[src/rtl/exp6_pkg.sv]
// Shared definitions for the exp6 button conditioning path: FSM state
// encodings, default sizing and a one-hot helper.
package exp6_pkg;

    typedef enum logic [1:0] {
        OCIOSO      = 2'b00,
        FILTRANDO   = 2'b01,
        PRESSIONADO = 2'b10,
        SOLTANDO    = 2'b11
    } estado_t;

    // 1 ms of stable input at 50 MHz
    localparam int DEBOUNCE_CICLOS_PADRAO = 50000;
    localparam int N_BOTOES_PADRAO        = 4;

    // True when exactly one bit is set; callers zero-extend narrower vectors
    function automatic logic eh_one_hot(input logic [31:0] v);
        return (v != 32'd0) && ((v & (v - 32'd1)) == 32'd0);
    endfunction

endpackage

[src/rtl/exp6_sincronizador.sv]
// Two-flop synchronizer for a vector of asynchronous levels. Each bit is
// synchronized independently; multi-bit coherence is restored downstream by
// the debounce filter, which requires the whole vector to be stable.
module exp6_sincronizador #(
    parameter int W = 4
) (
    input  logic         clock,
    input  logic         reset_n,
    input  logic [W-1:0] d,
    output logic [W-1:0] q
);

    logic [W-1:0] meta;

    // Two-stage capture; q is d delayed by two rising edges
    always_ff @(posedge clock or negedge reset_n) begin
        if (!reset_n) begin
            meta <= '0;
            q    <= '0;
        end else begin
            meta <= d;
            q    <= meta;
        end
    end

endmodule

[src/rtl/exp6_condicionador_botoes.sv]
// Button conditioning ahead of exp6_fluxo_dados: synchronize, debounce,
// hold a stable copy of the buttons and emit one-cycle play pulses.
//
//   state       | meaning
//   ------------+---------------------------------------------------------
//   OCIOSO      | no button seen; waiting for a nonzero synchronized value
//   FILTRANDO   | candidate value in amostra; counting stable samples
//   PRESSIONADO | press accepted and latched on botoes; waiting for release
//   SOLTANDO    | all released; counting stable zero samples before clearing
module exp6_condicionador_botoes
    import exp6_pkg::*;
#(
    parameter int N_BOTOES        = N_BOTOES_PADRAO,
    parameter int DEBOUNCE_CICLOS = DEBOUNCE_CICLOS_PADRAO
) (
    input  logic                clock,
    input  logic                reset_n,
    input  logic [N_BOTOES-1:0] botoes_raw,
    input  logic                habilita,
    output logic [N_BOTOES-1:0] botoes,
    output logic                jogada_feita,
    output logic                jogada_invalida,
    output logic                db_tem_jogada,
    output logic [1:0]          db_estado
);

    localparam int                CNT_W   = $clog2(DEBOUNCE_CICLOS);
    localparam logic [CNT_W-1:0]  CNT_FIM = CNT_W'(DEBOUNCE_CICLOS - 1);

    logic [N_BOTOES-1:0] sync;
    logic [N_BOTOES-1:0] amostra, amostra_prox;
    logic [N_BOTOES-1:0] botoes_prox;
    logic [CNT_W-1:0]    cnt, cnt_prox;
    logic                feita_prox, invalida_prox;
    logic                amostra_one_hot;
    estado_t             estado, estado_prox;

    exp6_sincronizador #(
        .W (N_BOTOES)
    ) u_sincronizador (
        .clock   (clock),
        .reset_n (reset_n),
        .d       (botoes_raw),
        .q       (sync)
    );

    assign amostra_one_hot = eh_one_hot(32'(amostra));

    // State, counter, sample and registered outputs
    always_ff @(posedge clock or negedge reset_n) begin
        if (!reset_n) begin
            estado          <= OCIOSO;
            cnt             <= '0;
            amostra         <= '0;
            botoes          <= '0;
            jogada_feita    <= 1'b0;
            jogada_invalida <= 1'b0;
        end else begin
            estado          <= estado_prox;
            cnt             <= cnt_prox;
            amostra         <= amostra_prox;
            botoes          <= botoes_prox;
            jogada_feita    <= feita_prox;
            jogada_invalida <= invalida_prox;
        end
    end

    // Next-state, counter and pulse decisions. Pulses are only produced on
    // the FILTRANDO->PRESSIONADO transition, so they can never repeat on
    // consecutive cycles, and a press accepted with habilita low is consumed.
    always_comb begin
        estado_prox   = estado;
        cnt_prox      = cnt;
        amostra_prox  = amostra;
        botoes_prox   = botoes;
        feita_prox    = 1'b0;
        invalida_prox = 1'b0;

        case (estado)
            OCIOSO: begin
                if (sync != '0) begin
                    amostra_prox = sync;
                    cnt_prox     = '0;
                    estado_prox  = FILTRANDO;
                end
            end

            FILTRANDO: begin
                if (sync == '0) begin
                    estado_prox = OCIOSO;
                end else if (sync != amostra) begin
                    amostra_prox = sync;
                    cnt_prox     = '0;
                end else if (cnt == CNT_FIM) begin
                    estado_prox = PRESSIONADO;
                    botoes_prox = amostra;
                    if (habilita) begin
                        if (amostra_one_hot) begin
                            feita_prox = 1'b1;
                        end else begin
                            invalida_prox = 1'b1;
                        end
                    end
                end else begin
                    cnt_prox = cnt + CNT_W'(1);
                end
            end

            PRESSIONADO: begin
                // A different nonzero value is ignored until a release
                if (sync == '0) begin
                    cnt_prox    = '0;
                    estado_prox = SOLTANDO;
                end
            end

            SOLTANDO: begin
                if (sync != '0) begin
                    estado_prox = PRESSIONADO;
                end else if (cnt == CNT_FIM) begin
                    botoes_prox = '0;
                    estado_prox = OCIOSO;
                end else begin
                    cnt_prox = cnt + CNT_W'(1);
                end
            end

            default: begin
                estado_prox = OCIOSO;
            end
        endcase
    end

    assign db_tem_jogada = (botoes != '0);
    assign db_estado     = estado;

endmodule
[config.mk]
export PLATFORM = sky130hd
export DESIGN_NAME = exp6_condicionador_botoes
export DESIGN_NICKNAME = d
export VERILOG_FILES = /design/src/rtl/exp6_pkg.sv /design/src/rtl/exp6_sincronizador.sv /design/src/rtl/exp6_condicionador_botoes.sv
export SDC_FILE = /design/constraint.sdc
export NUM_CORES = 1
export LEC_CHECK = 0
export BUFFER_PORTS_ARGS = -buffer_cell sky130_fd_sc_hd__buf_2
export CAP_MARGIN = 25
export CORE_ASPECT_RATIO = 0.7
export CORE_MARGIN = 1.5
export CORE_UTILIZATION = 55
export CTS_CLUSTER_SIZE = 40
export DETAILED_ROUTE_END_ITERATION = 6
export HOLD_SLACK_MARGIN = 0.05
export PLACE_DENSITY = 0.74
export SYNTH_ARGS = -nofsm -noshare
export SYNTH_HDL_FRONTEND = slang
export SYNTH_SLANG_ARGS = --single-unit
export TNS_END_PERCENT = 20
[constraint.sdc]
create_clock -name clock -period 4.05 [get_ports clock]
set_input_delay 0.2025 -clock clock [delete_from_list [all_inputs] [get_ports clock]]
set_output_delay 0.2025 -clock clock [all_outputs]
set_load 0.02 [all_outputs]
Word-level counts from Yosys, hierarchy flattened
Index checks and enable logic that the tools add are counted.

Word-level logic and storage cells: 77. Bits of input ports: 7. Flip-flop bits (word level): 36. Output and inout bits: 9.

Mux-type cells: 37. Reduce and logical (&&, ||, !) cells: 13. Equal/unequal tests: 16. $add $sub $neg: 2. Bitwise operators: 1.

Operators with widths (number): $mux 16 (6); $pmux 16 s4 (1); $and 4x32->32 (1); $logic_not 32->1 (1); $mux 4 (8); $add 16x1->16 const B (1); $eq 16x16->1 const B (1); $ne 2x2->1 const B (8); $pmux 4 s2 (2); $mux 2 (7); $mux 1 (12); $reduce_bool 4->1 (3); $ne 3x3->1 const B (3); $pmux 2 s4 (1); $reduce_and 4->1 (2); $reduce_and 6->1 (1); $reduce_and 5->1 (1); $sub 4x1->5 const B (1); $eq 2x2->1 const B (2); $logic_not 4->1 (1); $ne 4x4->1 (1); $reduce_bool 2->1 (2); $eq 2x1->1 const B (1); $logic_not 2->1 (1); $logic_and 1x1->1 (1).

Longest topological paths before layout
Gate-level depths: netlist (run 1).

Depth after elaboration: 10. Mapped depth: 6. Depth with buffers taken out: 5.

Modules after synthesis
A second synthesis (run 1) with hierarchy kept.

Cell total of the unflattened synthesis: 163. Area total of the unflattened synthesis: 1843.0 um2.

Modules (own cells, without submodules): exp6_condicionador_botoes (instances 1, sequential area each 700.7 um2, area each 1642.8 um2, cells each 155); exp6_sincronizador (instances 1, sequential area each 200.2 um2, area each 200.2 um2, cells each 8).

Worst setup path after synthesis (run 1)
OpenSTA, ideal clock, no wires.

Path type: register to register. Start: register with a tool-made name. End: register cnt[1]. Setup time: 78 ps. Required time: 3972 ps. Setup slack: 2162 ps. Data arrival time: 1810 ps. Cell stages (with the launch flop): 7. Buffers on the path: 2. Clock period less this slack: 1888 ps. Cell sequence: dfrtp_1 > or4_4 > o21ai_2 > buf_6 > buf_4 > o21ai_1 > a21oi_1.

RTL lines: end signal, assigned (line exp6_condicionador_botoes.sv:60) `cnt <= cnt_prox;`; end, declared (line exp6_condicionador_botoes.sv:33) `logic [CNT_W-1:0] cnt, cnt_prox;`.

==> results by group, run 1 <==
STA
  – Tcrit/Tclk final: just under 70%
  – Setup repair after global routing missed its margin: false
  – Least-Margin Pin Slew: 909.4 ps
  – Post-Route Skew: 9.505 ps
  – Number of hold violations in the final report: 0
  – Final Critical Period: 2728 ps
  – Max-slew headroom: 39.37%
  – Aggregate negative setup slack: 0 ps
  – Number of max-slew violations in the final report: 0
  – Highest attainable clock frequency: 366.6 MHz
  – Number of setup violations in the final report: 0

Detailed routing
  – Topmost layer with routed signal wires: met4
  – Total detailed-routing wirelength: 4.000 mm
  – Starting DRC count in detailed routing: 162
  – Post-detailed-route DRC marker count: 0
  – Count of antenna-violating nets left after detailed routing: 0
  – Per-cell routed wire length: 17.39 µm
  – First-pass DRT Iterations: 4
  – Detailed-routed wire length on met3: 194 µm
  – Post-route met1 wirelength: approximately 2 mm
  – Overall via count from detail_route: 1498
  – Met2 wire length: approximately 1.8 mm
  – Drt via density: ~6.5

Flow run
  – Max-cap violation count: 0

Critical path
  – Critical Path Start Type: flip-flop
  – Kind of critical path: flip-flop to flip-flop
  – Endpoint kind of the worst setup timing path: flip-flop
  – Data arrival time at the worst-slack endpoint: 2940 ps
  – Required time at the worst-slack endpoint: 4260 ps
  – Largest driver fanout on the critical path: 25

Global route
  – Antenna violations before repair: 0
  – First-pass GRT wire length: 6.610 mm
  – Leftover overflow at the end of global routing: 0
  – GRT Total Usage: 23.65%
  – Pin count of the biggest net entering global routing: 37
  – Vias in the first global route: 1371

Finish
  – Ratio of cells with drive above 1 in the final layout: 19.79%
  – Number of nets in the finished design: 199
  – Antenna diodes: 0
  – Layout fillers: roughly 260
  – Summed area of non-filler cells in the final layout: approximately 2100 µm²
  – Relative area change from synthesis to final layout: 12.37%

Die
  – Initial core utilization: 58.07%
  – Rows: 17
  – Floorplan core area: roughly 3200 µm²
  – Die ar.: 3708 µm²
  – Die Height: between 50 and 60 µm
  – Top-level I/O count: 16
  – Die Width: 72.14 µm

Pwr
  – Maximum resistive drop on vdd: 216.7 µV
  – Power density relative to cell area: 330.0 nW/µm²
  – Total chip power: a little under 0.7 mW
  – Static Leak: 0.8041 nW

Yosys
  – Number of enable-type register cells in the synthesized netlist: 0
  – Fraction of registers with async set/reset: 100.0%
  – Area share of the largest cell type after synthesis: 48.95%
  – Number of synthesis warnings: 0
  – Synth area leaders: sky130_fd_sc_hd__dfrtp_1, sky130_fd_sc_hd__a21oi_1, sky130_fd_sc_hd__o31ai_1
  – Cells after synthesis: 170
  – Syn Nets: 178
  – Post-Synthesis Mean Instance Area: 10.83 µm²
  – Largest area contributor in the netlist: sky130_fd_sc_hd__dfrtp_1
  – Most used flip-flop cell after synthesis: sky130_fd_sc_hd__dfrtp_1
  – Netlist area before placement: 1841 µm²
  – Portion of the post-synthesis area used by sequential elements: 48.95%
  – Count of cell types in the netlist: 41
  – Seq cells post-synth: 36

Placement
  – Post-DP HPWL: between 2 and 3 mm
  – Post-placement cell area: around 1900 µm²
  – IO buf count: 15
  – Final estimated routing congestion in global placement: approximately 0.81

CTS
  – Number of buffers added by the clock tree synthesis step: 5
  – Clock latency on the worst-skew pair: 290 ps
  – Register clock-pin slew on the reported worst setup and hold paths: 80 ps
  – CTS tree: built
  – Buffer levels on the longest clock path: 2
  – Number of clock sinks: 36
  – Count of H-tree levels built during CTS: 2
  – Root Driver: sky130_fd_sc_hd__clkbuf_8

Outcome
  – Run status: completed

Worst hold path
  – Tightest Hold Check Type: input pin to flip-flop
-- power by group --
group	leakage, nW	total, mW	switching, mW	internal [mW]
registers	0.470	0.383	0.0147	0.368
clock network	0.0479	0.254	0.134	0.120
logic	0.286	0.0461	0.0261	0.0200
total	0.804	0.683	0.175	0.508
-- logic make-up after synthesis --
group                    Yosys count  synth area share [%]
AND/OR/NAND/NOR                   57                 22.57
AO/OA/AOI/OAI                     56                 20.80
flip-flops                        36                 48.95
buffers and inverters             13                 3.399
XOR/XNOR                           5                 2.379
multiplexers                       2                 1.224
adder cells (fa/ha/maj)            1                0.6797
-- final cells by class --
class	count	area [µm²]	area share (%)
clock inverters	3	18.77	0.9074
multi-input cells	121	877.1	42.41
clock buffers	5	68.82	3.327
repair buffers	21	132.6	6.413
flip-flops and latches	36	900.9	43.56
well taps	38	47.55	2.299
inverters	6	22.52	1.089
-- routing by layer --
layer	global-route usage (%)	up-vias
met2	33.49	37
met4	7.547	0
met5	0	-
met1	35.34	748
met3	6.114	7
li1	-	706
-- cell usage in the layout, fill, tap and decap left out, types with 2 or more instances in the layout --
master                          instances
sky130_fd_sc_hd__and4_1                 3
sky130_fd_sc_hd__or4_1                 11
sky130_fd_sc_hd__clkinv_2               2
sky130_fd_sc_hd__xor2_1                 5
sky130_fd_sc_hd__dlygate4sd3_1          5
sky130_fd_sc_hd__or3_1                  4
sky130_fd_sc_hd__o31ai_1               11
sky130_fd_sc_hd__dfrtp_1               36
sky130_fd_sc_hd__o22ai_1                4
sky130_fd_sc_hd__a32oi_1                4
sky130_fd_sc_hd__nand2_1                9
sky130_fd_sc_hd__or4_4                  2
sky130_fd_sc_hd__o21ai_0                6
sky130_fd_sc_hd__nor4_4                 3
sky130_fd_sc_hd__mux2_2                 2
sky130_fd_sc_hd__nand4_1                4
sky130_fd_sc_hd__buf_2                 15
sky130_fd_sc_hd__nor4_1                 3
sky130_fd_sc_hd__a22o_1                 2
sky130_fd_sc_hd__a21oi_1               20
sky130_fd_sc_hd__clkbuf_8               5
sky130_fd_sc_hd__and3_1                 2
sky130_fd_sc_hd__inv_1                  6
sky130_fd_sc_hd__nor2b_1                4
sky130_fd_sc_hd__nand3_1                5
sky130_fd_sc_hd__o21ai_1                2
-- state kept, by name, summed over array words and instances, names as in the netlist, named ones only --
signal	count
jogada_feita	1
db_estado	1
cnt	16
botoes	4
u_sincronizador.q	4
amostra	4
u_sincronizador.meta	4
jogada_invalida	1
-- Yosys cell counts (2+ instances only) --
master                     number
sky130_fd_sc_hd__a22o_1         2
sky130_fd_sc_hd__nor2b_1        4
sky130_fd_sc_hd__xor2_1         5
sky130_fd_sc_hd__mux2_2         2
sky130_fd_sc_hd__and3_1         2
sky130_fd_sc_hd__clkbuf_1       3
sky130_fd_sc_hd__o22ai_1        4
sky130_fd_sc_hd__buf_2          2
sky130_fd_sc_hd__o21ai_0        6
sky130_fd_sc_hd__or3_1          4
sky130_fd_sc_hd__a21oi_1       20
sky130_fd_sc_hd__o31ai_1       11
sky130_fd_sc_hd__nor4_4         3
sky130_fd_sc_hd__nand3_1        5
sky130_fd_sc_hd__nor4_1         3
sky130_fd_sc_hd__a32oi_1        4
sky130_fd_sc_hd__inv_1          6
sky130_fd_sc_hd__o21ai_1        2
sky130_fd_sc_hd__nand2_1        9
sky130_fd_sc_hd__nand4_1        4
sky130_fd_sc_hd__or4_4          2
sky130_fd_sc_hd__dfrtp_1       36
sky130_fd_sc_hd__and4_1         3
sky130_fd_sc_hd__or4_1         11
-- stage by stage --
| step | worst slack [ps] | cells | hold slack, ps | utilization [%] |
|---|---|---|---|---|
| after floorplan | 2162 | 170 | -93.09 | - |
| after global placement | 1552 | 217 | 312.5 | 60.92 |
| after detailed placement | 1376 | 217 | 312.2 | 60.92 |
| after CTS | 1350 | 230 | 137.1 | 65.26 |
| after global routing | 1162 | 230 | 153.9 | 65.26 |
| final | 1322 | 230 | 142.4 | 65.26 |
-- path summary, 6_finish.rpt --
| check | to | cells past startpoint | slack, ps | startpoint |
|---|---|---|---|---|
| max in group asynchronous | cnt[4]$_DFFE_PN0P_ | 2 | 3000 | reset_n |
| min in group asynchronous | cnt[0]$_DFFE_PN0P_ | 2 | 540 | reset_n |
| setup / recovery | cnt[11]$_DFFE_PN0P_ | 4 | 1320 | flip-flop |
| hold reg to reg | u_sincronizador.q[2]$_DFF_PN0_ | 0 | 350 | u_sincronizador.meta[2]$_DFF_PN0_ |
| setup reg to reg | cnt[11]$_DFFE_PN0P_ | 4 | 1320 | flip-flop |
| hold / removal | jogada_invalida$_DFF_PN0_ | 3 | 140 | habilita |
-- critical path, cell delays in order, from the launching register on --
cell	delay (ps)
sky130_fd_sc_hd__dfrtp_1	570
sky130_fd_sc_hd__or4_4	630
sky130_fd_sc_hd__o21ai_2	720
sky130_fd_sc_hd__o22ai_2	480
sky130_fd_sc_hd__a21oi_1	250
-- timing repair --
action | in CTS | in global routing
endpoints found under the hold margin | 40 | 0
setup buffers | 0 | 0
hold buffers | 5 | 0
gates resized for setup | 0 | 0
Power figures use the tool's default switching activity.
==> run 2: changes to the inputs <==
- clock period: 4.05 -> 2.8 ns (I/O delays scaled with it)
==> run 2 against run 1 <==
Effect of this change: sequential power up 44%; maximum frequency rose by 25%; power up 57%; sequential share of layout area decreased by 0.65 points; via count down 3.0%; critical path type unchanged; largest power group unchanged.
==> results by group, run 2 (synthesis gave the netlist of run 1 again) <==
Finish
  – Final core occ: 66.25% (was 65.26%)
  – Relative area change from synthesis to final layout: 14.07% (was 12.37%)
  – Ratio of cells with drive above 1 in the final layout: 20.21% (was 19.79%)
  – Number of nets in the finished design: 200 (was 199)
  – Register containing the most flip-flops in the final layout: cnt (unchanged)
  – Most common library cell in the layout ignoring fill and taps: sky130_fd_sc_hd__dfrtp_1 (unchanged)
  – Max FFs per register: 16 (unchanged)
  – Antenna diodes: 0 (unchanged)
  – Commonest cells after routing, fill and taps aside: sky130_fd_sc_hd__dfrtp_1, sky130_fd_sc_hd__a21oi_1, sky130_fd_sc_hd__buf_2 (unchanged)

Placement
  – Post-DP HPWL: 2.630 mm (was 2.726 mm)
  – Final estimated routing congestion in global placement: 0.8288 (was 0.8097)
  – IO buf count: 15 (unchanged)
  – Post-placement worst setup slack: 639.9 ps (was 1376 ps)

Die
  – Rows: 17 (unchanged)
  – Top-level I/O count: 16 (unchanged)
  – Floorplan core area: 3169 µm² (unchanged)
  – Initial core utilization: 58.07% (unchanged)
  – Die ar.: 3708 µm² (unchanged)
  – Die Height: 51.40 µm (unchanged)
  – Die Width: 72.14 µm (unchanged)

Global route
  – First-pass GRT wire length: 6.389 mm (was 6.610 mm)
  – Antenna violations before repair: 0 (unchanged)
  – GRT Total Usage: 23.30% (was 23.65%)
  – Pin count of the biggest net entering global routing: 37 (unchanged)
  – Vias in the first global route: 1303 (was 1371)
  – Leftover overflow at the end of global routing: 0 (unchanged)

Flow run
  – Max-cap violation count: 0 (unchanged)

Critical path
  – Critical Path Start Type: flip-flop (unchanged)
  – Endpoint kind of the worst setup timing path: flip-flop (unchanged)
  – Kind of critical path: flip-flop to flip-flop (unchanged)
  – Data arrival time at the worst-slack endpoint: 2380 ps (was 2940 ps)
  – Required time at the worst-slack endpoint: 3000 ps (was 4260 ps)
  – Largest driver fanout on the critical path: 25 (unchanged)

Pwr
  – Power density relative to cell area: 510.8 nW/µm² (was 330.0 nW/µm²)
  – Maximum resistive drop on vdd: 414.6 µV (was 216.7 µV)
  – Static Leak: 0.8157 nW (was 0.8041 nW)

STA
  – Least-Margin Pin Slew: 777.5 ps (was 909.4 ps)
  – Aggregate negative setup slack: 0 ps (unchanged)
  – Number of hold violations in the final report: 0 (unchanged)
  – Number of max-slew violations in the final report: 0 (unchanged)
  – Final worst setup slack: 621.2 ps (was 1322 ps)
  – Setup repair after global routing missed its margin: false (unchanged)
  – Number of setup violations in the final report: 0 (unchanged)
  – Final Critical Period: 2179 ps (was 2728 ps)
  – Post-Route Skew: 5.255 ps (was 9.505 ps)
  – Tcrit/Tclk final: 77.81% (was 67.35%)
  – Highest attainable clock frequency: 459.0 MHz (was 366.6 MHz)
  – Max-slew headroom: 48.17% (was 39.37%)

CTS
  – Number of buffers added by the clock tree synthesis step: 5 (unchanged)
  – Clock latency on the worst-skew pair: 290 ps (about the same)
  – Count of H-tree levels built during CTS: 2 (unchanged)
  – Root Driver: sky130_fd_sc_hd__clkbuf_8 (unchanged)
  – Buffer levels on the longest clock path: 2 (unchanged)
  – Number of clock sinks: 36 (unchanged)
  – Register clock-pin slew on the reported worst setup and hold paths: 70 ps (was 80 ps)
  – CTS tree: built (unchanged)
  – Setup bufs post-CTS: 0 (unchanged)

Detailed routing
  – Count of antenna-violating nets left after detailed routing: 0 (unchanged)
  – Drt via density: 6.290 (was 6.513)
  – Total detailed-routing wirelength: 3.908 mm (was 4.000 mm)
  – Post-detailed-route DRC marker count: 0 (unchanged)
  – Per-cell routed wire length: 16.92 µm (was 17.39 µm)
  – Starting DRC count in detailed routing: 106 (was 162)
  – Overall via count from detail_route: 1453 (was 1498)
  – First-pass DRT Iterations: 4 (unchanged)

Outcome
  – Run status: completed (unchanged)

Worst hold path
  – Tightest Hold Check Type: input pin to flip-flop (unchanged)
==> run 2: cell type report <==
type / instances / area (µm²)
fill: 265 / 1070
sequential: 36 / 900.9
multi-input combinational: 121 / 877.1
timing repair buffer: 22 / 140.1
clock buffer: 5 / 68.82
tap: 38 / 47.55
clock inverter: 3 / 42.54
inverter: 6 / 22.52
==> run 2: final timing paths <==
check	from	endpoint	slack, ps	cells after the start
min in group asynchronous	reset_n	cnt[8]$_DFFE_PN0P_	460	2
max in group asynchronous	reset_n	u_sincronizador.meta[3]$_DFF_PN0_	1850	2
setup / recovery	flip-flop	cnt[6]$_DFFE_PN0P_	620	5
hold / removal	habilita	jogada_invalida$_DFF_PN0_	100	3
setup reg to reg	flip-flop	cnt[6]$_DFFE_PN0P_	620	5
hold reg to reg	u_sincronizador.meta[3]$_DFF_PN0_	u_sincronizador.q[3]$_DFF_PN0_	350	0
==> run 2: timing repair <==
action	CTS	global route
hold endpoints to repair	40	0
hold buffers	5	0
resized for setup	0	0
==> run 2: critical path: stages (launching register included) <==
cell and delay (ps):
sky130_fd_sc_hd__dfrtp_1 560, sky130_fd_sc_hd__or4_4 630, sky130_fd_sc_hd__o21ai_2 120, sky130_fd_sc_hd__buf_4 250, sky130_fd_sc_hd__o22ai_2 290, sky130_fd_sc_hd__a21oi_1 230
==> run 2: power by group <==
group | internal, mW | switching, mW | leakage (nW) | total [mW]
clock | 0.263 | 0.189 | 0.0541 | 0.453
combinational | 0.0293 | 0.0377 | 0.292 | 0.0670
sequential | 0.532 | 0.0205 | 0.470 | 0.553
==> run 2: per-stage QoR <==
stage | cells | hold WS (ps) | total power [mW] | area [µm²]
after floorplan | 170 | -155.6 | 0.5972 | 1841
after global placement | 218 | 250.1 | 0.6204 | 1938
after detailed placement | 218 | 249.6 | 0.6246 | 1938
after CTS | 231 | 92.50 | 1.080 | 2100
after global routing | 231 | 102.0 | 1.113 | 2100
final | 231 | 97.02 | 1.072 | 2100
==> run 2: metal layers <==
layer | vias to the layer above | wire [µm] | track usage [%]
met4 | 0 | 53 | 9.119
met3 | 6 | 174 | 5.917
met5 | - | 0 | 0
met2 | 31 | 1651 | 31.79
met1 | 707 | 2029 | 35.06
li1 | 709 | - | -
